[src/rtl/idma_nd_arb_pkg.sv]
// Shared types for the ND request arbiter.
package idma_nd_arb_pkg;

  typedef enum logic {
    IDLE   = 1'b0,
    LOCKED = 1'b1
  } arb_state_e;

endpackage

[src/rtl/idma_nd_arbiter_fifo_v3.sv]
// fifo_v3: first-word-registered FIFO holding the owner of each in-flight ND transfer.
// Reset input rst_ni is sampled synchronously so the whole arbiter shares one reset style.
module fifo_v3 #(
  parameter int unsigned DATA_WIDTH = 32,
  parameter int unsigned DEPTH      = 8,
  parameter type         dtype      = logic [DATA_WIDTH-1:0],
  parameter int unsigned ADDR_DEPTH = (DEPTH > 1) ? $clog2(DEPTH) : 1
) (
  input  logic clk_i,
  input  logic rst_ni,
  input  logic flush_i,
  output logic full_o,
  output logic empty_o,
  input  dtype data_i,
  input  logic push_i,
  output dtype data_o,
  input  logic pop_i
);

  localparam int unsigned FifoDepth = (DEPTH > 0) ? DEPTH : 1;

  logic [ADDR_DEPTH-1:0] rd_ptr_q, rd_ptr_d;
  logic [ADDR_DEPTH-1:0] wr_ptr_q, wr_ptr_d;
  logic [ADDR_DEPTH:0]   cnt_q, cnt_d;
  logic                  do_push, do_pop;
  dtype                  mem_q [FifoDepth];

  function automatic logic [ADDR_DEPTH-1:0] ptr_inc(input logic [ADDR_DEPTH-1:0] p);
    return (p == ADDR_DEPTH'(FifoDepth - 1)) ? '0 : p + 1'b1;
  endfunction

  assign full_o  = (cnt_q == (ADDR_DEPTH + 1)'(FifoDepth));
  assign empty_o = (cnt_q == '0);
  assign data_o  = mem_q[rd_ptr_q];
  assign do_push = push_i & ~full_o & ~flush_i;
  assign do_pop  = pop_i & ~empty_o & ~flush_i;

  always_comb begin
    rd_ptr_d = rd_ptr_q;
    wr_ptr_d = wr_ptr_q;
    cnt_d    = cnt_q;
    if (flush_i) begin
      rd_ptr_d = '0;
      wr_ptr_d = '0;
      cnt_d    = '0;
    end else begin
      if (do_push) wr_ptr_d = ptr_inc(wr_ptr_q);
      if (do_pop)  rd_ptr_d = ptr_inc(rd_ptr_q);
      case ({do_push, do_pop})
        2'b10:   cnt_d = cnt_q + 1'b1;
        2'b01:   cnt_d = cnt_q - 1'b1;
        default: cnt_d = cnt_q;
      endcase
    end
  end

  always_ff @(posedge clk_i) begin
    if (!rst_ni) begin
      rd_ptr_q <= '0;
      wr_ptr_q <= '0;
      cnt_q    <= '0;
    end else begin
      rd_ptr_q <= rd_ptr_d;
      wr_ptr_q <= wr_ptr_d;
      cnt_q    <= cnt_d;
    end
  end

  // Storage carries data only; it needs no reset.
  always_ff @(posedge clk_i) begin
    if (do_push) mem_q[wr_ptr_q] <= data_i;
  end

endmodule

[src/rtl/idma_nd_arbiter.sv]
// Round-robin arbiter letting several ND requesters share one ND midend, routing responses back in order.
// Optional macro IDMA_ND_ARB_PRIO_EN adds prio_i: prioritised requesters are arbitrated first.
module idma_nd_arbiter
  import idma_nd_arb_pkg::*;
#(
  parameter int unsigned NumPorts       = 2,
  parameter int unsigned MaxOutstanding = 4,
  parameter type         idma_nd_req_t  = logic,
  parameter type         idma_rsp_t     = logic
) (
  input  logic                clk_i,
  input  logic                rst_i,
  input  idma_nd_req_t        req_i [NumPorts],
  input  logic [NumPorts-1:0] req_valid_i,
  output logic [NumPorts-1:0] req_ready_o,
  output idma_rsp_t           rsp_o [NumPorts],
  output logic [NumPorts-1:0] rsp_valid_o,
  input  logic [NumPorts-1:0] rsp_ready_i,
`ifdef IDMA_ND_ARB_PRIO_EN
  input  logic [NumPorts-1:0] prio_i,
`endif
  output idma_nd_req_t        nd_req_o,
  output logic                nd_req_valid_o,
  input  logic                nd_req_ready_i,
  input  idma_rsp_t           nd_rsp_i,
  input  logic                nd_rsp_valid_i,
  output logic                nd_rsp_ready_o,
  output logic                busy_o
);

  localparam int unsigned IdxW = (NumPorts > 1) ? $clog2(NumPorts) : 1;

  arb_state_e          state_q, state_d;
  logic [IdxW-1:0]     owner_q, owner_d;
  logic [IdxW-1:0]     rr_ptr_q, rr_ptr_d;
  logic [NumPorts-1:0] cand;
  logic [IdxW-1:0]     winner;
  logic                found;
  logic                push, pop;
  logic                fifo_full, fifo_empty;
  logic [IdxW-1:0]     head;

`ifdef IDMA_ND_ARB_PRIO_EN
  assign cand = (|(req_valid_i & prio_i)) ? (req_valid_i & prio_i) : req_valid_i;
`else
  assign cand = req_valid_i;
`endif

  // First candidate at or after rr_ptr_q, wrapping around.
  always_comb begin
    found  = 1'b0;
    winner = '0;
    for (int unsigned i = 0; i < NumPorts; i++) begin
      if (!found && cand[IdxW'((32'(rr_ptr_q) + i) % NumPorts)]) begin
        found  = 1'b1;
        winner = IdxW'((32'(rr_ptr_q) + i) % NumPorts);
      end
    end
  end

  always_comb begin
    req_ready_o    = '0;
    rsp_valid_o    = '0;
    nd_req_valid_o = 1'b0;
    nd_rsp_ready_o = 1'b0;
    busy_o         = 1'b0;
    nd_req_o       = req_i[owner_q];
    for (int unsigned k = 0; k < NumPorts; k++) rsp_o[k] = nd_rsp_i;
    if (!rst_i) begin
      if (state_q == LOCKED) begin
        nd_req_valid_o       = req_valid_i[owner_q];
        req_ready_o[owner_q] = nd_req_ready_i;
      end
      if (!fifo_empty) begin
        rsp_valid_o[head] = nd_rsp_valid_i;
        nd_rsp_ready_o    = rsp_ready_i[head];
      end
      busy_o = (state_q == LOCKED) | ~fifo_empty;
    end
  end

  assign pop = nd_rsp_valid_i & nd_rsp_ready_o;

  always_comb begin
    state_d  = state_q;
    owner_d  = owner_q;
    rr_ptr_d = rr_ptr_q;
    push     = 1'b0;
    case (state_q)
      IDLE: begin
        if (found && !fifo_full) begin
          owner_d = winner;
          state_d = LOCKED;
        end
      end
      LOCKED: begin
        // The midend only raises ready on the last burst, so the grant is held until then.
        if (nd_req_valid_o && nd_req_ready_i) begin
          push     = 1'b1;
          rr_ptr_d = (owner_q == IdxW'(NumPorts - 1)) ? '0 : owner_q + 1'b1;
          state_d  = IDLE;
        end
      end
      default: state_d = IDLE;
    endcase
  end

  always_ff @(posedge clk_i) begin
    if (rst_i) begin
      state_q  <= IDLE;
      owner_q  <= '0;
      rr_ptr_q <= '0;
    end else begin
      state_q  <= state_d;
      owner_q  <= owner_d;
      rr_ptr_q <= rr_ptr_d;
    end
  end

  fifo_v3 #(
    .DATA_WIDTH (IdxW),
    .DEPTH      (MaxOutstanding)
  ) i_owner_fifo (
    .clk_i   (clk_i),
    .rst_ni  (~rst_i),
    .flush_i (1'b0),
    .full_o  (fifo_full),
    .empty_o (fifo_empty),
    .data_i  (owner_q),
    .push_i  (push),
    .data_o  (head),
    .pop_i   (pop)
  );

`ifndef SYNTHESIS
  always_ff @(posedge clk_i) begin
    if (!rst_i) begin
      if (state_q == LOCKED) assert (req_valid_i[owner_q]);
      if (fifo_empty) assert (!nd_rsp_valid_i);
    end
  end
`endif

endmodule

[config.mk]
export PLATFORM = sky130hd
export DESIGN_NAME = idma_nd_arbiter
export DESIGN_NICKNAME = d
export VERILOG_FILES = /design/src/rtl/idma_nd_arb_pkg.sv /design/src/rtl/idma_nd_arbiter_fifo_v3.sv /design/src/rtl/idma_nd_arbiter.sv
export SDC_FILE = /design/constraint.sdc
export NUM_CORES = 1
export LEC_CHECK = 0
export ABC_AREA = 1
export CAP_MARGIN = 10
export CORE_UTILIZATION = 51
export CTS_BUF_LIST = sky130_fd_sc_hd__clkbuf_4
export DETAILED_ROUTE_END_ITERATION = 8
export PLACE_DENSITY_LB_ADDON = 0.15
export SLEW_MARGIN = 10
export SYNTH_ARGS = -nofsm -noshare
export SYNTH_HDL_FRONTEND = slang
export SYNTH_SLANG_ARGS = --single-unit
[constraint.sdc]
create_clock -name clk_i -period 2.85 [get_ports clk_i]
set_input_delay 0.4275 -clock clk_i [delete_from_list [all_inputs] [get_ports clk_i]]
set_output_delay 0.4275 -clock clk_i [all_outputs]
set_load 0.1 [all_outputs]
# ---- Yosys cells after proc, flatten, opt, wreduce, memory -nomap -nowiden
# Memory sizes are Yosys's and may differ from the RTL's. A register that Yosys moved wholly into a read port is not among the register bits.
# Index checks and enable logic that the tools add are counted.
dict set report classes {
  n_addsub 6
  magnitude_cmp 7
  eq_ne 5
  n_mux 41
  bitwise 10
  reduce_logical 11
}
# operator count
set op_table {}
lappend op_table {{$mux 1} 29}
lappend op_table {{$mux 2} 8}
lappend op_table {{$lt 1x2->1 const B} 4}
lappend op_table {{$eq 2x2->1 const B} 3}
lappend op_table {{$pmux 3 s2} 1}
lappend op_table {{$logic_and 1x1->1} 5}
lappend op_table {{$add 2x1->2 const B} 2}
lappend op_table {{$and 2x2->2} 2}
lappend op_table {{$reduce_and 2->1} 2}
lappend op_table {{$add 3x1->3 const B} 1}
lappend op_table {{$and 1x1->1} 3}
lappend op_table {{$eq 3x3->1 const B} 1}
lappend op_table {{$logic_not 3->1} 1}
lappend op_table {{$not 1->1} 3}
lappend op_table {{$sub 3x1->3 const B} 1}
lappend op_table {{$add 1x1->1 const B} 2}
lappend op_table {{$demux 1 s1} 2}
lappend op_table {{$eq 2x1->1 const B} 1}
lappend op_table {{$ge 1x1->1 const B} 2}
lappend op_table {{$ge 2x2->1 const B} 1}
lappend op_table {{$logic_not 1->1} 2}
lappend op_table {{$not 1->2} 1}
lappend op_table {{$pmux 1 s2} 1}
lappend op_table {{$reduce_bool 2->1} 1}
lappend op_table {{$or 1x1->1} 1}
dict set report totals {
  regBits 10
  ramBits 4
  input_bits 11
  output_inout_bits 10
  wordCells 87
  memories 1
}
# name words width rd rd_clocked_by_memory_dff write_ports line_no
set memory_table {}
lappend memory_table {i_owner_fifo.mem_q 4 1 1 1 1 idma_nd_arbiter_fifo_v3.sv:26} ;# dtype mem_q [FifoDepth];

# ---- Longest topological paths before layout
dict set report depth {
  depth_word 10
  depth_mapped 14
  ltp_nobuf 14
}

# ---- By module
# Synthesis repeated with hierarchy kept, for this count alone.
dict set report hier_totals {
  hier_cells 136
  area_unflattened_um2 980.9
}
# module n_inst cells_each area_per_inst_um2
set by_module_without_submodules {}
lappend by_module_without_submodules {fifo_v3 1 88 703.2}
lappend by_module_without_submodules {idma_nd_arbiter 1 48 277.8}

# ---- Worst setup path after synthesis
# OpenSTA, ideal clock, no wires.
dict set report synth_timing {
  kind {register to output}
  startpoint {register owner_q}
  endpoint {output port req_ready_o[1]}
  t_arrival_ns 2.597
  path_slack_ns -0.175
  stages_incl_launch_ff 3
  path_buffers 0
  cell_sequence {dfxtp_1 inv_2 nor3_1}
}
dict set report synth_via {
  elab_chain_len 7
  word_cells_on_any_way 8
  classes_between {order compare: 2; mux: 4; bitwise: 1; reduce/logical: 1}
}
# item line_no
set synth_lines {}
lappend synth_lines {{from (decl)} idma_nd_arbiter.sv:34} ;# logic [IdxW-1:0] owner_q, owner_d;
lappend synth_lines {{from (signal assigned)} idma_nd_arbiter.sv:115} ;# owner_q <= owner_d;
lappend synth_lines {{$lt 1x2->1 (implied by the code) or $ge 1x1->1 (tied branches)} idma_nd_arbiter.sv:72} ;# req_ready_o[owner_q] = nd_req_ready_i;
lappend synth_lines {{$logic_and 1x1->1 (implied by the code)} idma_nd_arbiter.sv:72}
lappend synth_lines {{$mux 1 (implied by the code)} idma_nd_arbiter.sv:72}
lappend synth_lines {{$demux 1 s1 (*)} idma_nd_arbiter.sv:72}
lappend synth_lines {{$and 2x2->2 (no source line) (*)} n/a}
lappend synth_lines {{$mux 2 (*)} idma_nd_arbiter.sv:70} ;# if (state_q == LOCKED) begin
lappend synth_lines {{$mux 2 (*)} idma_nd_arbiter.sv:69} ;# if (!rst_i) begin
lappend synth_lines {{to (decl)} idma_nd_arbiter.sv:15} ;# output logic [NumPorts-1:0] req_ready_o,
# Mark *: on every way between the ends. The rest lies on a longest branch, timed or not.

# ---- Worst setup path after layout
dict set report layout_timing {
  startpoint {input port rst_i}
  endpoint {register i_owner_fifo.cnt_q[2]}
}
dict set report layout_via {
  elab_chain_len 7
  word_cells_on_any_way 12
  classes_between {eq/ne: 2; mux: 5; bitwise: 3; reduce/logical: 2}
}
# item line_no
set layout_lines {}
lappend layout_lines {{from (decl)} idma_nd_arbiter.sv:12} ;# input logic rst_i,
lappend layout_lines {{$mux 1} idma_nd_arbiter.sv:69}
lappend layout_lines {{$logic_and 1x1->1} idma_nd_arbiter.sv:98} ;# if (nd_req_valid_o && nd_req_ready_i) begin
lappend layout_lines {{$mux 1} idma_nd_arbiter.sv:98}
lappend layout_lines {{$mux 1} idma_nd_arbiter.sv:89} ;# case (state_q)
lappend layout_lines {{$and 1x1->1} idma_nd_arbiter_fifo_v3.sv:35} ;# assign do_push = push_i & ~full_o & ~flush_i;
lappend layout_lines {{$eq 2x1->1 or $eq 2x2->1 (tied branches)} idma_nd_arbiter_fifo_v3.sv:49} ;# case ({do_push, do_pop})
lappend layout_lines {{$pmux 3 s2 or $reduce_bool 2->1 (tied branches)} n/a}
lappend layout_lines {{to (signal assigned)} idma_nd_arbiter_fifo_v3.sv:65} ;# cnt_q <= cnt_d;
lappend layout_lines {{to (decl)} idma_nd_arbiter_fifo_v3.sv:24} ;# logic [ADDR_DEPTH:0] cnt_q, cnt_d;
# Several ways; a longest one is shown, not always the timed one.
# A chain may end at the register's enable or synchronous reset.

==> impl_metrics.env <==
export IMPL_rows=15
export IMPL_clk_pin_slew_worst_paths_ns=0.09
export IMPL_critical_path_cell_count=14
export IMPL_first_iter_violations=11
export IMPL_r2r_slack_ns=0.60
export IMPL_io_pins=21
export IMPL_crit_fanout=11
export IMPL_fin_total_pwr_mw=0.500
export IMPL_leakagePower_nw=0.555
export IMPL_grt_max_degree=12
export IMPL_slowest_stage="clkdlybuf4s50_1"
export IMPL_cp_start_kind="input pin"
export IMPL_syn_nets=141
export IMPL_n_antenna_cell=0
export IMPL_worstHoldPathCells=2
export IMPL_grt_pass1_vias=684
export IMPL_detail_route_first_pass_iterations=4
export IMPL_layout_nets=160
export IMPL_post_synth_num_cell_types=21
export IMPL_post_cts_resized=0
export IMPL_synth_area_per_cell_um2=7.70
export IMPL_critPathKind="input pin to register"
export IMPL_port_buffers=17
export IMPL_ctsRootBufferMaster="clkbuf_4"
export IMPL_finalHoldViolations=0
export IMPL_powerDensity_nw_per_um2=410
export IMPL_end_kind="register"
export IMPL_setup_violations=0
export IMPL_ir_drop_mv=0.343
export IMPL_wirelength_um=1640
export IMPL_fmax_ghz=0.412
export IMPL_crit_buf_inv=4
export IMPL_grtUsageTotal=0.182
export IMPL_status="finished clean"
export IMPL_syn_area_um2=947
export IMPL_finalMaxSlewViolations=0
export IMPL_start_util=0.549
export IMPL_post_dp_cell_area_um2=1190
export IMPL_fillers=164
export IMPL_routedWlPerCell_um=9.87
export IMPL_cap_violations=0
export IMPL_power_share_clock=0.234
export IMPL_drive_gt1_frac=0.227
export IMPL_grt_use_met2=0.345
export IMPL_layout_commonest_cell="inv_1"
export IMPL_rr_worst_depth=12
export IMPL_die_h_um=45.1
export IMPL_ys_seq_elements=16
export IMPL_overflow=0
export IMPL_antenna_found_initial=0
export IMPL_mostFrequentLayoutCells="inv_1, nand2_1, nor2_1"
export IMPL_fp_dieW_um=45.1
export IMPL_worstPathRequired_ns=3.02
export IMPL_postCtsSetupBuffers=0
export IMPL_yosys_warnings=0
export IMPL_routabilityCongestion=0.748
export IMPL_hold_start="rr_ptr_q$_SDFFE_PP0P_"
export IMPL_min_period_over_period=0.851
export IMPL_clkSinkCount=16
export IMPL_numCtsBuffers=3
export IMPL_grt_pass1_wl_um=2630
export IMPL_area_growth_pct=28.5
export IMPL_clock_skew_final_ns=0.00195
export IMPL_dp_worst_setup_slack_ns=0.127
export IMPL_vias=781
export IMPL_dieArea_um2=2030
export IMPL_use_met3=0.0480
export IMPL_internal_power_mw=0.336
export IMPL_crit_family="buffers and inverters"
export IMPL_dp_hpwl_um=1370
export IMPL_p_switching_mw=0.164
export IMPL_switching_share=0.328
export IMPL_fin_crit_ns=2.43
export IMPL_timing_setup_tns_ns=0
export IMPL_relSlewSlack=0.785
export IMPL_htreeDepth=1
export IMPL_combPwrFrac=0.263
export IMPL_busiest_layer="met2"
export IMPL_core_area_um2=1730
export IMPL_max_stage_delay_ns=0.52
export IMPL_r2r_end="i_owner_fifo.cnt_q[2]$_SDFFE_PP0P_"
export IMPL_cts_path_max_buffers=2
export IMPL_cts_tree="yes"
export IMPL_pwr_share_seq=0.503
export IMPL_use_met1=0.193
export IMPL_crit_path_cell_trace="clkdlybuf4s50_1 -> inv_2 -> nand2_2 -> nor2_4 -> nand3b_4 -> nor2_4 -> inv_2 -> ha_1 -> inv_1 -> fa_1 -> a21oi_1 -> o21ai_0 -> o21ai_0 -> a21oi_1"
export IMPL_clk_latency_ns=0.27
export IMPL_via_per_inst=4.70
export IMPL_post_route_cell_area_um2=1220
export IMPL_cts_hold_buffers=0
export IMPL_hold_class="register to register"
export IMPL_ant_nets=0
export IMPL_worst_pin_slew_ns=0.322
export IMPL_r2r_start="owner_q$_SDFFE_PP0P_"
export IMPL_syn_inst=123
export IMPL_timing_critical_path_from="rst_i"
export IMPL_drc=0
export IMPL_arrival_ns=2.59
export IMPL_rsz0062_at_grt="no"
export IMPL_worstSetupEndpoint="i_owner_fifo.cnt_q[2]$_SDFFE_PP0P_"
export IMPL_synth_seq_area_share=0.380
export IMPL_worst_slack_ns=0.423
-- worst register-to-register path, delay by kind of cell (launching register included) --
family | cells | cell delay [ns]
simple gates | 3 | 0.31
buf+inv | 3 | 0.32
fa+ha+maj | 2 | 0.54
flops | 1 | 0.52
compound gates | 4 | 0.46
-- how the worst min path moves through the flow --
stage / endpoint / slack [ns]
4_1_cts: rr_ptr_q$_SDFFE_PP0P_ / 0.47
2_1_floorplan: rr_ptr_q$_SDFFE_PP0P_ / 0.43
3_5_place_dp: rr_ptr_q$_SDFFE_PP0P_ / 0.46
5_1_grt: rr_ptr_q$_SDFFE_PP0P_ / 0.49
3_3_place_gp: rr_ptr_q$_SDFFE_PP0P_ / 0.48
6_report: rr_ptr_q$_SDFFE_PP0P_ / 0.47
-- routing by layer --
layer | wire length, um | vias to the layer above
li1 | - | 416
met1 | 712 | 339
met4 | 16 | 0
met3 | 64 | 2
met2 | 846 | 24
met5 | 0 | -
-- per-stage QoR --
stage | hold slack, ns | cells | util
detailed placement | 0.459 | 162 | 0.690
global route | 0.487 | 166 | 0.705
finish | 0.467 | 166 | 0.705
floorplan | 0.435 | 123 | -
CTS | 0.471 | 166 | 0.705
global placement | 0.477 | 162 | 0.690
-- power groups by stage --
| stage | logic [mW] | registers, mW | clock network, mW |
|---|---|---|---|
| finish | 0.132 | 0.251 | 0.117 |
| global route | 0.140 | 0.252 | 0.135 |
| CTS | 0.132 | 0.251 | 0.122 |
| detailed placement | 0.132 | 0.256 | 0 |
| global placement | 0.130 | 0.256 | 0 |
| floorplan | 0.105 | 0.254 | 0 |
-- cell families after synthesis --
| logic type | Yosys count | synth area share |
|---|---|---|
| and+or+nand+nor | 51 | 0.285 |
| buffers and inverters | 31 | 0.135 |
| AOI/OAI and AO/OA | 18 | 0.0991 |
| adders and majority gates | 7 | 0.100 |
| DFF | 16 | 0.380 |
-- Yosys cell counts --
| cell type | n | area (um^2) |
|---|---|---|
| inv_1 | 22 | 82.6 |
| nand2_1 | 17 | 63.8 |
| nor2_1 | 15 | 56.3 |
| dfxtp_1 | 12 | 240 |
| a21oi_1 | 10 | 50.1 |
| ha_1 | 6 | 75.1 |
| inv_2 | 6 | 22.5 |
| nand3_1 | 5 | 25.0 |
| o21ai_0 | 5 | 25.0 |
| edfxtp_1 | 4 | 120 |
| buf_4 | 3 | 22.5 |
| nor2_2 | 3 | 18.8 |
| nor2_4 | 3 | 33.8 |
| nand2_2 | 2 | 12.5 |
| nand3_2 | 2 | 20.0 |
| nor3_1 | 2 | 10.0 |
| o21ai_1 | 2 | 10.0 |
| a21oi_2 | 1 | 8.76 |
| fa_1 | 1 | 20.0 |
| nand3b_4 | 1 | 20.0 |
| nor3_2 | 1 | 10.0 |
-- final cells by class --
class | instances | area [um^2] | area share
clock buffers | 3 | 22.5 | 0.0185
clock inverters | 1 | 3.75 | 0.00308
inverters | 28 | 105 | 0.0863
multi-input cells | 76 | 469 | 0.385
flip-flops and latches | 16 | 360 | 0.296
well taps | 25 | 31.3 | 0.0257
repair buffers | 17 | 225 | 0.185
No activity file was read; power rests on OpenSTA's default activity.
